$ cat src/rtl/ama_riscv_fwd_hazard_unit_pkg.sv
// Shared constants and helpers for the forwarding / load-use hazard unit.
// Stage indices name the tracker slots; 0 always means "no forward".
package ama_riscv_fwd_hazard_unit_pkg;

  localparam int FWD_SEL_NONE  = 0;
  localparam int FWD_STAGE_EX  = 1;
  localparam int FWD_STAGE_MEM = 2;
  localparam int FWD_STAGE_WB  = 3;
  localparam int RF_X0_ZERO    = 0;

  // Operand slots served by the unit, in output order.
  typedef enum logic [1:0] {
    OPR_ALU_A  = 2'd0,
    OPR_ALU_B  = 2'd1,
    OPR_BC_A   = 2'd2,
    OPR_BCS_B  = 2'd3
  } fwd_opr_e;

  localparam int NUM_OPR = 4;

  function automatic logic [31:0] sat_inc(input logic [31:0] value);
    return (value == 32'hFFFF_FFFF) ? value : value + 32'd1;
  endfunction

endpackage

$ cat src/rtl/ama_riscv_fwd_hazard_unit_if.sv
// ID-stage view of the hazard unit: instruction fields in, forward selects and stall out.
// master = ID/decode side, slave = hazard unit.
interface ama_riscv_fwd_hazard_unit_if #(
  parameter int RF_ADDR_W = 5,
  parameter int SEL_W     = 2
);

  logic                 id_valid;
  logic [RF_ADDR_W-1:0] rs1_id;
  logic [RF_ADDR_W-1:0] rs2_id;
  logic [RF_ADDR_W-1:0] rd_id;
  logic                 reg_we_id;
  logic                 load_inst_id;
  logic                 alu_a_sel;
  logic                 alu_b_sel;
  logic                 store_inst_id;
  logic                 branch_inst_id;
  logic                 stall_ext;
  logic                 flush_ex;

  logic [SEL_W-1:0]     alu_a_sel_fwd;
  logic [SEL_W-1:0]     alu_b_sel_fwd;
  logic [SEL_W-1:0]     bc_a_sel_fwd;
  logic [SEL_W-1:0]     bcs_b_sel_fwd;
  logic                 stall_id;

  modport master (
    output id_valid, rs1_id, rs2_id, rd_id, reg_we_id, load_inst_id,
           alu_a_sel, alu_b_sel, store_inst_id, branch_inst_id,
           stall_ext, flush_ex,
    input  alu_a_sel_fwd, alu_b_sel_fwd, bc_a_sel_fwd, bcs_b_sel_fwd, stall_id
  );

  modport slave (
    input  id_valid, rs1_id, rs2_id, rd_id, reg_we_id, load_inst_id,
           alu_a_sel, alu_b_sel, store_inst_id, branch_inst_id,
           stall_ext, flush_ex,
    output alu_a_sel_fwd, alu_b_sel_fwd, bc_a_sel_fwd, bcs_b_sel_fwd, stall_id
  );

endinterface

$ cat src/rtl/ama_riscv_fwd_prio_enc.sv
// Priority encoder: bit i of match is stage i+1; returns the youngest (lowest) stage
// index that matches, or 0 when nothing matches, plus a found flag.
module ama_riscv_fwd_prio_enc
  import ama_riscv_fwd_hazard_unit_pkg::*;
#(
  parameter int NUM_STAGES = 3,
  parameter int SEL_W      = $clog2(NUM_STAGES + 1)
) (
  input  logic [NUM_STAGES-1:0] match,
  output logic [SEL_W-1:0]      idx,
  output logic                  found
);

  // Scan oldest to youngest so the youngest hit is the last assignment.
  always_comb begin
    idx = SEL_W'(FWD_SEL_NONE);
    for (int i = NUM_STAGES - 1; i >= 0; i--) begin
      if (match[i]) begin
        idx = SEL_W'(i + 1);
      end
    end
  end

  assign found = |match;

endmodule

$ cat src/rtl/ama_riscv_fwd_hazard_unit.sv
// Operand forwarding select and load-use stall generation for NUM_STAGES post-ID stages.
// Optional perf counters (fwd_cnt, stall_cnt) when AMA_RISCV_FWD_PERF_CNT_EN is defined.
module ama_riscv_fwd_hazard_unit
  import ama_riscv_fwd_hazard_unit_pkg::*;
#(
  parameter int NUM_STAGES = 3,   // legal 1..7
  parameter int RF_ADDR_W  = 5,
  parameter int LOAD_LAT   = 1,   // must be < NUM_STAGES
  parameter int SEL_W      = $clog2(NUM_STAGES + 1)
) (
  input  logic                      clk,
  input  logic                      rst,
  ama_riscv_fwd_hazard_unit_if.slave bus
`ifdef AMA_RISCV_FWD_PERF_CNT_EN
  ,
  output logic [31:0]               fwd_cnt,
  output logic [31:0]               stall_cnt
`endif
);

  localparam int EX_IDX = FWD_STAGE_EX - 1;

  // Tracker: bit i / element i describes the instruction in stage i+1.
  logic [NUM_STAGES-1:0] vld_reg, vld_next;
  logic [NUM_STAGES-1:0] we_reg,  we_next;
  logic [NUM_STAGES-1:0] ld_reg,  ld_next;
  logic [RF_ADDR_W-1:0]  rd_reg  [NUM_STAGES];
  logic [RF_ADDR_W-1:0]  rd_next [NUM_STAGES];

  logic                  stall_int;

  always_comb begin
    vld_next = vld_reg;
    we_next  = we_reg;
    ld_next  = ld_reg;
    rd_next  = rd_reg;
    if (!bus.stall_ext) begin
      for (int k = NUM_STAGES - 1; k >= 1; k--) begin
        vld_next[k] = vld_reg[k-1];
        we_next[k]  = we_reg[k-1];
        ld_next[k]  = ld_reg[k-1];
        rd_next[k]  = rd_reg[k-1];
      end
      // A stalled or squashed ID instruction must not appear as a producer in EX.
      if (stall_int || bus.flush_ex) begin
        vld_next[EX_IDX] = 1'b0;
        we_next[EX_IDX]  = 1'b0;
        ld_next[EX_IDX]  = 1'b0;
        rd_next[EX_IDX]  = '0;
      end else begin
        vld_next[EX_IDX] = bus.id_valid;
        we_next[EX_IDX]  = bus.reg_we_id;
        ld_next[EX_IDX]  = bus.load_inst_id;
        rd_next[EX_IDX]  = bus.rd_id;
      end
    end
  end

  always_ff @(posedge clk) begin
    if (rst) begin
      vld_reg <= '0;
      we_reg  <= '0;
      ld_reg  <= '0;
      for (int k = 0; k < NUM_STAGES; k++) begin
        rd_reg[k] <= '0;
      end
    end else begin
      vld_reg <= vld_next;
      we_reg  <= we_next;
      ld_reg  <= ld_next;
      rd_reg  <= rd_next;
    end
  end

  // Raw per-stage matches for each source register.
  logic [NUM_STAGES-1:0] rs1_match;
  logic [NUM_STAGES-1:0] rs2_match;

  generate
    for (genvar gi = 0; gi < NUM_STAGES; gi++) begin : g_match
      assign rs1_match[gi] = vld_reg[gi] & we_reg[gi] &
                             (bus.rs1_id != RF_ADDR_W'(RF_X0_ZERO)) &
                             (rd_reg[gi] == bus.rs1_id);
      assign rs2_match[gi] = vld_reg[gi] & we_reg[gi] &
                             (bus.rs2_id != RF_ADDR_W'(RF_X0_ZERO)) &
                             (rd_reg[gi] == bus.rs2_id);
    end
  endgenerate

  logic                  opr_use   [NUM_OPR];
  logic [NUM_STAGES-1:0] opr_match [NUM_OPR];
  logic [SEL_W-1:0]      opr_idx   [NUM_OPR];
  logic                  opr_found [NUM_OPR];
  logic [SEL_W-1:0]      opr_sel   [NUM_OPR];

  assign opr_use[OPR_ALU_A] = !bus.alu_a_sel;
  assign opr_use[OPR_ALU_B] = !bus.alu_b_sel;
  assign opr_use[OPR_BC_A]  = bus.branch_inst_id;
  assign opr_use[OPR_BCS_B] = bus.store_inst_id | bus.branch_inst_id;

  assign opr_match[OPR_ALU_A] = rs1_match;
  assign opr_match[OPR_ALU_B] = rs2_match;
  assign opr_match[OPR_BC_A]  = rs1_match;
  assign opr_match[OPR_BCS_B] = rs2_match;

  // Selects are meaningless while resetting or when ID holds no instruction.
  logic sel_en;
  assign sel_en = !rst && bus.id_valid;

  generate
    for (genvar gi = 0; gi < NUM_OPR; gi++) begin : g_opr
      ama_riscv_fwd_prio_enc #(
        .NUM_STAGES (NUM_STAGES),
        .SEL_W      (SEL_W)
      ) u_enc (
        .match (opr_match[gi] & {NUM_STAGES{opr_use[gi]}}),
        .idx   (opr_idx[gi]),
        .found (opr_found[gi])
      );
      assign opr_sel[gi] = (sel_en && opr_found[gi]) ? opr_idx[gi] : SEL_W'(FWD_SEL_NONE);
    end
  endgenerate

  assign bus.alu_a_sel_fwd = opr_sel[OPR_ALU_A];
  assign bus.alu_b_sel_fwd = opr_sel[OPR_ALU_B];
  assign bus.bc_a_sel_fwd  = opr_sel[OPR_BC_A];
  assign bus.bcs_b_sel_fwd = opr_sel[OPR_BCS_B];

  // Stall only if the youngest producer is a load whose data is not ready yet;
  // a younger non-load producer shadows any older load.
  function automatic logic youngest_is_early_load(
    input logic [NUM_STAGES-1:0] match,
    input logic [NUM_STAGES-1:0] ld
  );
    logic hit;
    hit = 1'b0;
    for (int i = NUM_STAGES - 1; i >= 0; i--) begin
      if (match[i]) begin
        hit = (i < LOAD_LAT) && ld[i];
      end
    end
    return hit;
  endfunction

  logic rs1_used, rs2_used;
  logic rs1_hazard, rs2_hazard;

  assign rs1_used   = opr_use[OPR_ALU_A] | opr_use[OPR_BC_A];
  assign rs2_used   = opr_use[OPR_ALU_B] | opr_use[OPR_BCS_B];
  assign rs1_hazard = rs1_used && youngest_is_early_load(rs1_match, ld_reg);
  assign rs2_hazard = rs2_used && youngest_is_early_load(rs2_match, ld_reg);

  assign stall_int    = sel_en && (rs1_hazard || rs2_hazard);
  assign bus.stall_id = stall_int;

`ifdef AMA_RISCV_FWD_PERF_CNT_EN
  logic [31:0] fwd_cnt_reg;
  logic [31:0] stall_cnt_reg;
  logic        any_fwd;

  assign any_fwd = (opr_sel[OPR_ALU_A] != SEL_W'(FWD_SEL_NONE)) ||
                   (opr_sel[OPR_ALU_B] != SEL_W'(FWD_SEL_NONE)) ||
                   (opr_sel[OPR_BC_A]  != SEL_W'(FWD_SEL_NONE)) ||
                   (opr_sel[OPR_BCS_B] != SEL_W'(FWD_SEL_NONE));

  always_ff @(posedge clk) begin
    if (rst) begin
      fwd_cnt_reg   <= '0;
      stall_cnt_reg <= '0;
    end else begin
      if (any_fwd && !stall_int && !bus.stall_ext) begin
        fwd_cnt_reg <= sat_inc(fwd_cnt_reg);
      end
      if (stall_int) begin
        stall_cnt_reg <= sat_inc(stall_cnt_reg);
      end
    end
  end

  assign fwd_cnt   = fwd_cnt_reg;
  assign stall_cnt = stall_cnt_reg;
`endif

endmodule

$ cat src/flat_wrapper.sv
// flat-port wrapper written by rule: the top's interface ports become plain ports
module ama_riscv_fwd_hazard_unit_flat import ama_riscv_fwd_hazard_unit_pkg::*;
#(
  parameter int NUM_STAGES = 3,                
  parameter int RF_ADDR_W  = 5,
  parameter int LOAD_LAT   = 1,                          
  parameter int SEL_W      = $clog2(NUM_STAGES + 1)
)
  (clk, rst, bus_id_valid, bus_rs1_id, bus_rs2_id, bus_rd_id, bus_reg_we_id, bus_load_inst_id, bus_alu_a_sel, bus_alu_b_sel, bus_store_inst_id, bus_branch_inst_id, bus_stall_ext, bus_flush_ex, bus_alu_a_sel_fwd, bus_alu_b_sel_fwd, bus_bc_a_sel_fwd, bus_bcs_b_sel_fwd, bus_stall_id);
  ama_riscv_fwd_hazard_unit_if #(.RF_ADDR_W(RF_ADDR_W), .SEL_W(SEL_W)) bus_i ();
  input  logic clk;
  input  logic rst;
  input wire logic [$bits(bus_i.id_valid)-1:0] bus_id_valid;
  input wire logic [$bits(bus_i.rs1_id)-1:0] bus_rs1_id;
  input wire logic [$bits(bus_i.rs2_id)-1:0] bus_rs2_id;
  input wire logic [$bits(bus_i.rd_id)-1:0] bus_rd_id;
  input wire logic [$bits(bus_i.reg_we_id)-1:0] bus_reg_we_id;
  input wire logic [$bits(bus_i.load_inst_id)-1:0] bus_load_inst_id;
  input wire logic [$bits(bus_i.alu_a_sel)-1:0] bus_alu_a_sel;
  input wire logic [$bits(bus_i.alu_b_sel)-1:0] bus_alu_b_sel;
  input wire logic [$bits(bus_i.store_inst_id)-1:0] bus_store_inst_id;
  input wire logic [$bits(bus_i.branch_inst_id)-1:0] bus_branch_inst_id;
  input wire logic [$bits(bus_i.stall_ext)-1:0] bus_stall_ext;
  input wire logic [$bits(bus_i.flush_ex)-1:0] bus_flush_ex;
  output wire logic [$bits(bus_i.alu_a_sel_fwd)-1:0] bus_alu_a_sel_fwd;
  output wire logic [$bits(bus_i.alu_b_sel_fwd)-1:0] bus_alu_b_sel_fwd;
  output wire logic [$bits(bus_i.bc_a_sel_fwd)-1:0] bus_bc_a_sel_fwd;
  output wire logic [$bits(bus_i.bcs_b_sel_fwd)-1:0] bus_bcs_b_sel_fwd;
  output wire logic [$bits(bus_i.stall_id)-1:0] bus_stall_id;
  assign bus_i.id_valid = bus_id_valid;
  assign bus_i.rs1_id = bus_rs1_id;
  assign bus_i.rs2_id = bus_rs2_id;
  assign bus_i.rd_id = bus_rd_id;
  assign bus_i.reg_we_id = bus_reg_we_id;
  assign bus_i.load_inst_id = bus_load_inst_id;
  assign bus_i.alu_a_sel = bus_alu_a_sel;
  assign bus_i.alu_b_sel = bus_alu_b_sel;
  assign bus_i.store_inst_id = bus_store_inst_id;
  assign bus_i.branch_inst_id = bus_branch_inst_id;
  assign bus_i.stall_ext = bus_stall_ext;
  assign bus_i.flush_ex = bus_flush_ex;
  assign bus_alu_a_sel_fwd = bus_i.alu_a_sel_fwd;
  assign bus_alu_b_sel_fwd = bus_i.alu_b_sel_fwd;
  assign bus_bc_a_sel_fwd = bus_i.bc_a_sel_fwd;
  assign bus_bcs_b_sel_fwd = bus_i.bcs_b_sel_fwd;
  assign bus_stall_id = bus_i.stall_id;
  ama_riscv_fwd_hazard_unit #(.NUM_STAGES(NUM_STAGES), .RF_ADDR_W(RF_ADDR_W), .LOAD_LAT(LOAD_LAT), .SEL_W(SEL_W)) u_core (.clk(clk), .rst(rst), .bus(bus_i));
endmodule
$ cat config.mk
export PLATFORM = sky130hd
export DESIGN_NAME = ama_riscv_fwd_hazard_unit_flat
export DESIGN_NICKNAME = d
export VERILOG_FILES = /design/src/rtl/ama_riscv_fwd_hazard_unit_pkg.sv /design/src/rtl/ama_riscv_fwd_hazard_unit_if.sv /design/src/rtl/ama_riscv_fwd_prio_enc.sv /design/src/rtl/ama_riscv_fwd_hazard_unit.sv /design/src/flat_wrapper.sv
export SDC_FILE = /design/constraint.sdc
export NUM_CORES = 1
export LEC_CHECK = 0
export BUFFER_PORTS_ARGS = -buffer_cell sky130_fd_sc_hd__clkbuf_2
export CAP_MARGIN = 0
export CORE_MARGIN = 2
export CORE_UTILIZATION = 57
export DETAILED_ROUTE_END_ITERATION = 8
export GPL_TIMING_DRIVEN = 0
export PLACE_DENSITY = 0.84
export SLEW_MARGIN = 15
export SYNTH_ARGS = -nofsm -noshare
export SYNTH_HDL_FRONTEND = slang
export SYNTH_HIERARCHICAL = 1
export SYNTH_SLANG_ARGS = --single-unit
$ cat constraint.sdc
create_clock -name clk -period 2.2 [get_ports clk]
set_input_delay 0.11 -clock clk [delete_from_list [all_inputs] [get_ports clk]]
set_output_delay 0.11 -clock clk [all_outputs]
set_load 0.005 [all_outputs]
==> results of run 1 <==
## report_power, final
part / switching, W / internal [W]
Sequential: 0.0000131 / 0.000406
Clock: 0.000118 / 0.0000641
Combinational: 0.0000772 / 0.0000590
Total: 0.000208 / 0.000529
## worst reg2reg max path, cell delays in order, from the launching register on
cell and delay [ns]:
dfxtp_1 0.39, xor2_1 0.20, a211oi_2 0.26, nor4b_4 0.30
a221oi_4 0.14, a22o_1 0.26
## path summary, 6_finish.rpt
path | startpoint | cells after the start | end | slack (ns)
setup / recovery | u_core/rd_reg[6] | 8 | bus_bcs_b_sel_fwd[0] | -0.05
hold / removal | bus_rd_id[2] | 2 | u_core/rd_reg[12] | 0.01
setup reg to reg | u_core/rd_reg[12] | 5 | u_core/ld_reg[0] | 0.56
hold reg to reg | u_core/we_reg[2] | 2 | u_core/we_reg[2] | 0.51
## repair_timing
action / 4_1_cts / 5_1_grt
endpoints found under the setup margin: 6 / 8
gates cloned: 0 / 0
gates resized for setup: 2 / 30
setup buffers: 0 / 2
pin swaps: 0 / 11
## area by class of cell
| cell class | instances | area [um2] |
|---|---|---|
| plain buffers | 5 | 22.5 |
| clock buffers | 3 | 22.5 |
| fillers | 185 | 633 |
| inverters | 8 | 30.0 |
| multi-input cells | 140 | 1070 |
| flip-flops and latches | 22 | 452 |
| well taps | 30 | 37.5 |
| repair buffers | 34 | 188 |
## metrics by stage
stage               setup TNS, ns  power [W]  utilization [%]  setup slack, ns
floorplan                       0   0.000502                -            0.678
global placement                0   0.000545             67.8            0.388
detailed placement              0   0.000552             67.8            0.300
CTS                      -0.00297   0.000723             69.1         -0.00297
global route               -0.283   0.000763             74.2          -0.0842
finish                    -0.0847   0.000738             74.2          -0.0525
## cells by family after synthesis
kind of cell    after synthesis  synth area share, %
xor+xnor                     26                 15.5
simple gates                 77                 27.2
flops                        22                 30.0
buf+inv                      13                 3.58
compound gates               23                 14.2
mux                          14                 9.55
## metal layers
metal	vias to the layer above	track usage, %
li1	683	-
met1	700	27.3
met2	63	49.8
met3	15	4.64
met4	0	8.75
met5	-	0
## layout by cell type (no fill, tap or decap), types with 2 or more instances in the layout
master     n
buf_6      2
dfxtp_1   17
a21o_2     4
nor2_1    30
xor2_2     2
buf_2      4
inv_1      8
nand2_1    8
or3_1      5
a22o_1     8
xnor2_1   14
dfxtp_2    3
nand4_1    3
nor4_2     3
mux2i_1   14
nor2_2     9
dfxtp_4    2
xor2_1     9
and3_4     2
buf_4      2
clkbuf_4   3
and3_1     6
a21oi_1    3
clkbuf_2  29
==> flow_metrics.env, run 1 <==
export IMPL_netlist_area_mm2=0.00147
export IMPL_vias_per_cell=6.04
export IMPL_cp_num_buf_inv=2
export IMPL_initial_utilization_pct=59.8
export IMPL_h_tree_depth=1
export IMPL_die_w_um=54.7
export IMPL_period_minus_slack_ns=2.25
export IMPL_synth_top_area_cell="dfxtp_1"
export IMPL_antenna_cells=0
export IMPL_largest_reg_flops=15
export IMPL_peakVddDrop_uv=502
export IMPL_path_clk_slew_ns=0.11
export IMPL_layout_drive_gt1_share_pct=35.4
export IMPL_core_mm2=0.00245
export IMPL_worst_path_largest_cell_delay_ns=0.38
export IMPL_worst_slack_ns=-0.0525
export IMPL_firstDrtPassIters=4
export IMPL_final_hold_violation_count=0
export IMPL_hold_ws_ns=0.0150
export IMPL_synth_yosys_warnings=6
export IMPL_start_kind="flip-flop"
export IMPL_synth_most_common_cell="nor2_1"
export IMPL_max_slew_margin_rel_pct=72.4
export IMPL_leakagePower_nw=0.823
export IMPL_period_share_pct=102
export IMPL_cts_hold_buf=0
export IMPL_outcome="finished, violations left"
export IMPL_cts_tree="yes"
export IMPL_port_buffers=32
export IMPL_crit_chain="xor2_2 > nor4_2 > nand4_1 > nor2_2 > inv_1 > a21o_2 > and3_4 > buf_6"
export IMPL_cp_slowest_cell="dfxtp_4"
export IMPL_ant_nets=0
export IMPL_yosysTopAreaCellShare_pct=30.0
export IMPL_synth_edff_count=0
export IMPL_num_rows=18
export IMPL_cap_violations=0
export IMPL_wl_um=3920
export IMPL_clock_sinks=22
export IMPL_finalInstanceArea_mm2=0.00182
export IMPL_grt_pass1_wl_um=5460
export IMPL_root_buffer="clkbuf_4"
export IMPL_clk_latency_ns=0.31
export IMPL_grt_pass1_vias=1294
export IMPL_ys_seq_area_share_pct=30.0
export IMPL_netlist_top_cells_area="dfxtp_1 (30%), nor2_1 (9.7%), mux2i_1 (9.5%)"
export IMPL_syn_avg_cell_area_um2=8.39
export IMPL_syn_nets=201
export IMPL_finalMaxSlewViolations=0
export IMPL_worstPathArrival_ns=2.14
export IMPL_vias=1461
export IMPL_violations="setup timing"
export IMPL_wl_met3_um=247
export IMPL_critPathTopFamily="simple AND/OR/NAND/NOR gates"
export IMPL_die_y_um=54.7
export IMPL_clock_skew_ns=0.00473
export IMPL_rsz0062_at_grt="yes"
export IMPL_end_kind="output port"
export IMPL_area_growth_pct=24.1
export IMPL_worstSetupPathType="reg -> out"
export IMPL_placed_cells=237
export IMPL_post_route_drc_count=0
export IMPL_drtIter0Drc=36
export IMPL_antenna_found_initial=0
export IMPL_hold_class="in -> reg"
export IMPL_dpl_cell_area_mm2=0.00167
export IMPL_gp_congestion=0.877
export IMPL_finalNetCount=240
export IMPL_track_usage_pct=25.8
export IMPL_wire_per_inst_um=16.2
export IMPL_ys_ff_latch=22
export IMPL_synth_ff_type="dfxtp_1"
export IMPL_wl_met2_um=2030
export IMPL_setup_violations=2
export IMPL_overflow=0
export IMPL_worstPathRequired_ns=2.09
export IMPL_grt_max_degree=12
export IMPL_async_reset_ff_share_pct=0
export IMPL_powerDensity_mw_per_mm2=405
export IMPL_cts_buffers=3
export IMPL_tightest_slew_ns=0.414
export IMPL_ios=35
export IMPL_synthCells=175
export IMPL_max_freq_mhz=444
export IMPL_route_layer_met1_wl_um=1550
export IMPL_post_dp_hpwl_um=2900
export IMPL_critPathMaxFanout=4
export IMPL_ys_top_cells_by_count="nor2_1 (38), dfxtp_1 (22), xnor2_1 (15)"
export IMPL_die_area_mm2=0.00300
export IMPL_synth_cell_type_count=36
export IMPL_topRoutingLayerUsed="met4"
export IMPL_cts_buffer_depth=2
export IMPL_fin_cells=242
(Power assumes the default switching activity.)
==> inputs of run 2 (changes only) <==
- ABC_AREA: unset -> 1
- CORE_UTILIZATION: 57 -> 58
- RECOVER_POWER: unset -> 25
- SKIP_CTS_REPAIR_TIMING: unset -> 1
==> flow_metrics.env, run 2 <==
export IMPL_antenna_found_initial=0
export IMPL_num_rows=19
export IMPL_die_area_mm2=0.00327
export IMPL_reg2reg_depth=11
export IMPL_grt_max_degree=12
export IMPL_drtIter0Drc=99
export IMPL_cts_buffer_depth=2
export IMPL_synth_ff_type="dfxtp_1"
export IMPL_gp_congestion=0.830
export IMPL_port_buffers=34
export IMPL_finalInstanceArea_mm2=0.00188
export IMPL_synth_most_common_cell="nand2_1"
export IMPL_grt_pass1_wl_um=6250
export IMPL_firstDrtPassIters=4
export IMPL_period_minus_slack_ns=2.04
export IMPL_layout_drive_gt1_share_pct=21.5
export IMPL_netlist_top_cells_area="dfxtp_1 (27%), nand2_1 (17%), inv_1 (8.2%)"
export IMPL_track_usage_pct=23.7
export IMPL_h_tree_depth=1
export IMPL_critPathTopFamily="simple AND/OR/NAND/NOR gates"
export IMPL_final_cell_mix="nand2_1 (74), inv_1 (36), clkbuf_2 (33)"
export IMPL_async_reset_ff_share_pct=0
export IMPL_worst_path_largest_cell_delay_ns=0.37
export IMPL_synthCells=265
export IMPL_wire_per_inst_um=11.4
export IMPL_end_kind="output port"
export IMPL_mostFrequentLayoutCell="nand2_1"
export IMPL_finalNetCount=330
export IMPL_vias=1747
export IMPL_cap_violations=0
export IMPL_initial_utilization_pct=60.0
export IMPL_wl_um=3780
export IMPL_max_slew_margin_rel_pct=71.4
export IMPL_syn_avg_cell_area_um2=6.19
export IMPL_overflow=0
export IMPL_powerDensity_mw_per_mm2=407
export IMPL_synth_cell_type_count=28
export IMPL_period_share_pct=92.5
export IMPL_clock_sinks=22
export IMPL_max_freq_mhz=491
export IMPL_cts_tree="yes"
export IMPL_antenna_cells=0
export IMPL_worst_path_stages=9
export IMPL_worst_hold_path_num_cells=2
export IMPL_critPathMaxFanout=4
export IMPL_final_hold_violation_count=0
export IMPL_root_buffer="clkbuf_4"
export IMPL_ios=35
export IMPL_peakVddDrop_uv=427
export IMPL_ant_nets=0
export IMPL_netlist_area_mm2=0.00164
export IMPL_ys_ff_latch=22
export IMPL_ys_seq_area_share_pct=26.8
export IMPL_core_mm2=0.00273
export IMPL_worstPathRequired_ns=2.09
export IMPL_post_route_drc_count=0
export IMPL_area_growth_pct=14.5
export IMPL_yosysTopAreaCellShare_pct=26.8
export IMPL_clk_latency_ns=0.29
export IMPL_die_y_um=57.2
export IMPL_post_dp_hpwl_um=3090
export IMPL_cp_slowest_cell="dfxtp_1"
export IMPL_finalMaxSlewViolations=0
export IMPL_cp_num_buf_inv=2
export IMPL_synth_yosys_warnings=6
export IMPL_dpl_cell_area_mm2=0.00185
export IMPL_crit_chain="xor2_1 > a221oi_1 > nand3b_1 > nor3_1 > inv_1 > nand2_1 > nand2_1 > and3_1 > clkbuf_2"
export IMPL_outcome="finished, final reports clean"
export IMPL_leakagePower_nw=0.943
export IMPL_tns_ns=0
export IMPL_syn_nets=291
export IMPL_die_w_um=57.2
export IMPL_worstPathArrival_ns=1.93
export IMPL_tightest_slew_ns=0.427
export IMPL_synth_edff_count=0
export IMPL_clock_skew_ns=0.00238
export IMPL_path_clk_slew_ns=0.11
export IMPL_rsz0062_at_grt="yes"
export IMPL_largest_reg_flops=15
export IMPL_ys_top_cells_by_count="nand2_1 (74), inv_1 (36), nor2_1 (32)"
export IMPL_start_kind="flip-flop"
export IMPL_vias_per_cell=5.25
export IMPL_synth_top_area_cell="dfxtp_1"
export IMPL_hold_class="in -> reg"
export IMPL_grt_pass1_vias=1536
export IMPL_setup_violations=0
export IMPL_cpMostUsedCell="nand2_1"
export IMPL_cts_buffers=3
export IMPL_worstSetupPathType="reg -> out"
[run 2: cell types whose count changed after synthesis, moves of 5 or more]
cell      change
xor2_1        -7
xnor2_1       -9
nor2_1        -6
a22o_1        -8
nor2_2        +6
a21oi_1      +16
inv_1        +28
nand2_1      +66
nand3_1      +10
or3_1         -5
mux2i_1      -14
inv_2         +6
a211oi_1      +8
[run 2: power by group]
part | total (W) | internal, W | leakage [nW] | switching, W
Clock | 0.000170 | 0.0000636 | 0.0138 | 0.000106
Combinational | 0.000163 | 0.0000687 | 0.749 | 0.0000945
Sequential | 0.000433 | 0.000414 | 0.180 | 0.0000186
Total | 0.000766 | 0.000546 | 0.943 | 0.000219
[run 2: kinds of logic after synthesis]
group | share of synthesized area (%)
flops | 26.8
buf+inv | 13.3
compound gates | 13.7
simple gates | 40.8
xor+xnor | 5.34
[run 2: routing by layer]
metal	wire length [um]	track usage, %	vias up
met3	225	2.49	0
met2	1890	44.2	53
li1	-	-	919
met4	0	3.99	0
met1	1670	29.7	775
met5	0	0	-
[run 2: layout make-up]
class	instances	area [um2]
Fill cell	266	855
Buffer	6	61.3
Tap cell	31	38.8
Multi-Input combinational cell	195	990
Sequential cell	22	440
Inverter	42	158
Timing Repair Buffer	34	169
Clock buffer	3	22.5
[run 2: path summary, 6_finish.rpt]
kind                                         from              endpoint  slack, ns
worst min register to register  u_core/vld_reg[2]     u_core/vld_reg[2]       0.47
worst max register to register  u_core/rd_reg[13]     u_core/rd_reg[12]       0.74
worst max-delay path             u_core/rd_reg[8]  bus_alu_b_sel_fwd[0]       0.16
worst min-delay path                          rst      u_core/rd_reg[1]       0.06
[run 2: metrics by stage]
step | hold WS [ns] | util [%] | std cells | setup WS [ns] | power [W]
6_report | 0.0564 | 68.7 | 333 | 0.165 | 0.000766
4_1_cts | 0.0461 | 68.5 | 333 | 0.138 | 0.000768
3_3_place_gp | 0.386 | 67.7 | 330 | 0.502 | 0.000601
5_1_grt | 0.0433 | 68.7 | 333 | -0.00358 | 0.000812
2_1_floorplan | 0.188 | - | 265 | 0.749 | 0.000545
3_5_place_dp | 0.367 | 67.7 | 330 | 0.473 | 0.000603
==> inputs of run 3 (changes only) <==
- CAP_MARGIN: 0 -> 20
- PLACE_DENSITY: 0.84 -> 0.85
- SYNTH_HIERARCHICAL: 1 -> unset
==> flow_metrics.env, run 3 <==
export IMPL_dpl_cell_area_mm2=0.00174
export IMPL_post_route_drc_count=0
export IMPL_core_mm2=0.00250
export IMPL_antenna_found_initial=0
export IMPL_final_cell_mix="nand2_1 (76), clkbuf_2 (33), nor2_1 (29)"
export IMPL_tns_ns=0
export IMPL_ant_nets=0
export IMPL_root_buffer="clkbuf_4"
export IMPL_die_y_um=55.6
export IMPL_max_slew_margin_rel_pct=71.2
export IMPL_finalMaxSlewViolations=0
export IMPL_yosysTopAreaCellShare_pct=28.6
export IMPL_netlist_top_cells_area="dfxtp_1 (29%), nand2_1 (19%), nor2_1 (7.1%)"
export IMPL_synthCells=250
export IMPL_cp_slowest_cell="dfxtp_1"
export IMPL_netlist_area_mm2=0.00154
export IMPL_period_minus_slack_ns=1.71
export IMPL_gp_congestion=0.877
export IMPL_async_reset_ff_share_pct=0
export IMPL_max_freq_mhz=585
export IMPL_reg2reg_depth=10
export IMPL_finalNetCount=314
export IMPL_cts_buffers=3
export IMPL_area_growth_pct=14.6
export IMPL_placed_cells=313
export IMPL_final_hold_violation_count=0
export IMPL_peakVddDrop_uv=387
export IMPL_initial_utilization_pct=61.7
export IMPL_powerDensity_mw_per_mm2=441
export IMPL_port_buffers=33
export IMPL_vias=1639
export IMPL_drtIter0Drc=110
export IMPL_grt_pass1_wl_um=6040
export IMPL_leakagePower_nw=0.830
export IMPL_worst_path_largest_cell_delay_ns=0.38
export IMPL_path_clk_slew_ns=0.11
export IMPL_synth_cell_type_count=27
export IMPL_cts_tree="yes"
export IMPL_synth_yosys_warnings=0
export IMPL_cts_buffer_depth=2
export IMPL_die_w_um=55.6
export IMPL_rsz0062_at_grt="no"
export IMPL_vias_per_cell=5.19
export IMPL_period_share_pct=77.7
export IMPL_worst_hold_path_num_cells=2
export IMPL_synth_edff_count=0
export IMPL_die_area_mm2=0.00309
export IMPL_track_usage_pct=23.9
export IMPL_overflow=0
export IMPL_ios=35
export IMPL_end_kind="output port"
export IMPL_worst_slack_ns=0.491
export IMPL_worstPathArrival_ns=1.60
export IMPL_n_fill_cell=247
export IMPL_critPathMaxFanout=3
export IMPL_num_rows=18
export IMPL_synth_most_common_cell="nand2_1"
export IMPL_mostFrequentLayoutCell="nand2_1"
export IMPL_worstPathRequired_ns=2.09
export IMPL_ys_ff_latch=22
export IMPL_wl_um=3500
export IMPL_place_ws_ns=0.825
export IMPL_hold_class="in -> reg"
export IMPL_post_dp_hpwl_um=2910
export IMPL_synth_top_area_cell="dfxtp_1"
export IMPL_finalInstanceArea_mm2=0.00177
export IMPL_clock_skew_ns=0.00687
export IMPL_crit_chain="inv_1 > nand2_1 > o2111ai_1 > nor3_1 > nand3_1 > a21oi_1 > clkbuf_2"
export IMPL_worstSetupPathType="reg -> out"
export IMPL_cap_violations=0
export IMPL_h_tree_depth=1
export IMPL_syn_nets=276
export IMPL_largest_reg_flops=15
export IMPL_clk_latency_ns=0.30
export IMPL_firstDrtPassIters=4
export IMPL_layout_drive_gt1_share_pct=23.1
export IMPL_outcome="finished, final reports clean"
export IMPL_syn_avg_cell_area_um2=6.17
export IMPL_grt_pass1_vias=1417
export IMPL_clock_sinks=22
export IMPL_wire_per_inst_um=11.1
export IMPL_tightest_slew_ns=0.433
export IMPL_start_kind="flip-flop"
export IMPL_fin_cells=316
export IMPL_antenna_cells=0
export IMPL_ys_seq_area_share_pct=28.6
export IMPL_ys_top_cells_by_count="nand2_1 (76), nor2_1 (29), inv_1 (28)"
export IMPL_grt_max_degree=12
export IMPL_setup_violations=0
export IMPL_synth_ff_type="dfxtp_1"
## run 3: cell types whose count changed in the layout (fill, tap and decap cells not counted), sizes merged, moves of 2 or more
cell | previous run | this run
nand2 | 77 | 80
xnor2 | 6 | 4
a221oi | 3 | 0
a211oi | 8 | 10
and3 | 8 | 0
nor2 | 40 | 35
o21ai | 0 | 2
o211ai | 3 | 1
xor2 | 4 | 6
inv | 42 | 37
## run 3: logic make-up (layout without fill, tap and decap cells)
family,after synthesis,in the layout,share of synthesized area [%]
AO/OA/AOI/OAI,34,34,13.1
buffers and inverters,44,80,11.1
XOR/XNOR,10,10,5.68
flip-flops,22,22,28.6
AND/OR/NAND/NOR,140,140,41.5
## run 3: layout make-up
| cell class | count | area, um2 | share of cell area, % |
|---|---|---|---|
| inverters | 37 | 141 | 8.00 |
| well taps | 30 | 37.5 | 2.12 |
| clock buffers | 3 | 22.5 | 1.27 |
| multi-input cells | 184 | 930 | 52.6 |
| flip-flops and latches | 22 | 440 | 24.9 |
| repair buffers | 33 | 165 | 9.35 |
| plain buffers | 7 | 30.0 | 1.70 |
## run 3: power breakdown
part | switching (W) | total (W) | leakage [nW] | internal (W)
clock | 0.000112 | 0.000176 | 0.0138 | 0.0000639
combinational | 0.000104 | 0.000170 | 0.637 | 0.0000663
sequential | 0.0000179 | 0.000433 | 0.180 | 0.000415
total | 0.000233 | 0.000779 | 0.830 | 0.000545
## run 3: routing by layer
layer | track usage (%) | vias to the layer above | wire, um
met3 | 1.64 | 7 | 212
met4 | 6.62 | 0 | 55
met2 | 39.6 | 53 | 1630
met5 | 0 | - | 0
met1 | 33.3 | 719 | 1600
li1 | - | 860 | -
## run 3: worst paths after layout
check | startpoint | end | slack [ns]
worst max-delay path | u_core.rd_reg[2] | bus_bcs_b_sel_fwd[0] | 0.49
worst min-delay path | rst | u_core.rd_reg[5] | 0.04
worst max register to register | u_core.rd_reg[13] | u_core.rd_reg[10] | 0.81
worst min register to register | u_core.vld_reg[2] | u_core.vld_reg[2] | 0.47
## run 3: critical path: cells and delay by family (launching register included)
family | cells | cell delay (ns)
simple gates | 3 | 0.44
flops | 1 | 0.38
compound gates | 2 | 0.25
buf+inv | 2 | 0.22
## run 3: through the flow
step | hold WS [ns] | util [%] | total power (W)
CTS | 0.0402 | 70.7 | 0.000777
global placement | 0.355 | 69.8 | 0.000607
finish | 0.0422 | 70.7 | 0.000779
detailed placement | 0.359 | 69.8 | 0.000610
global route | 0.0470 | 70.7 | 0.000816
floorplan | 0.188 | - | 0.000551
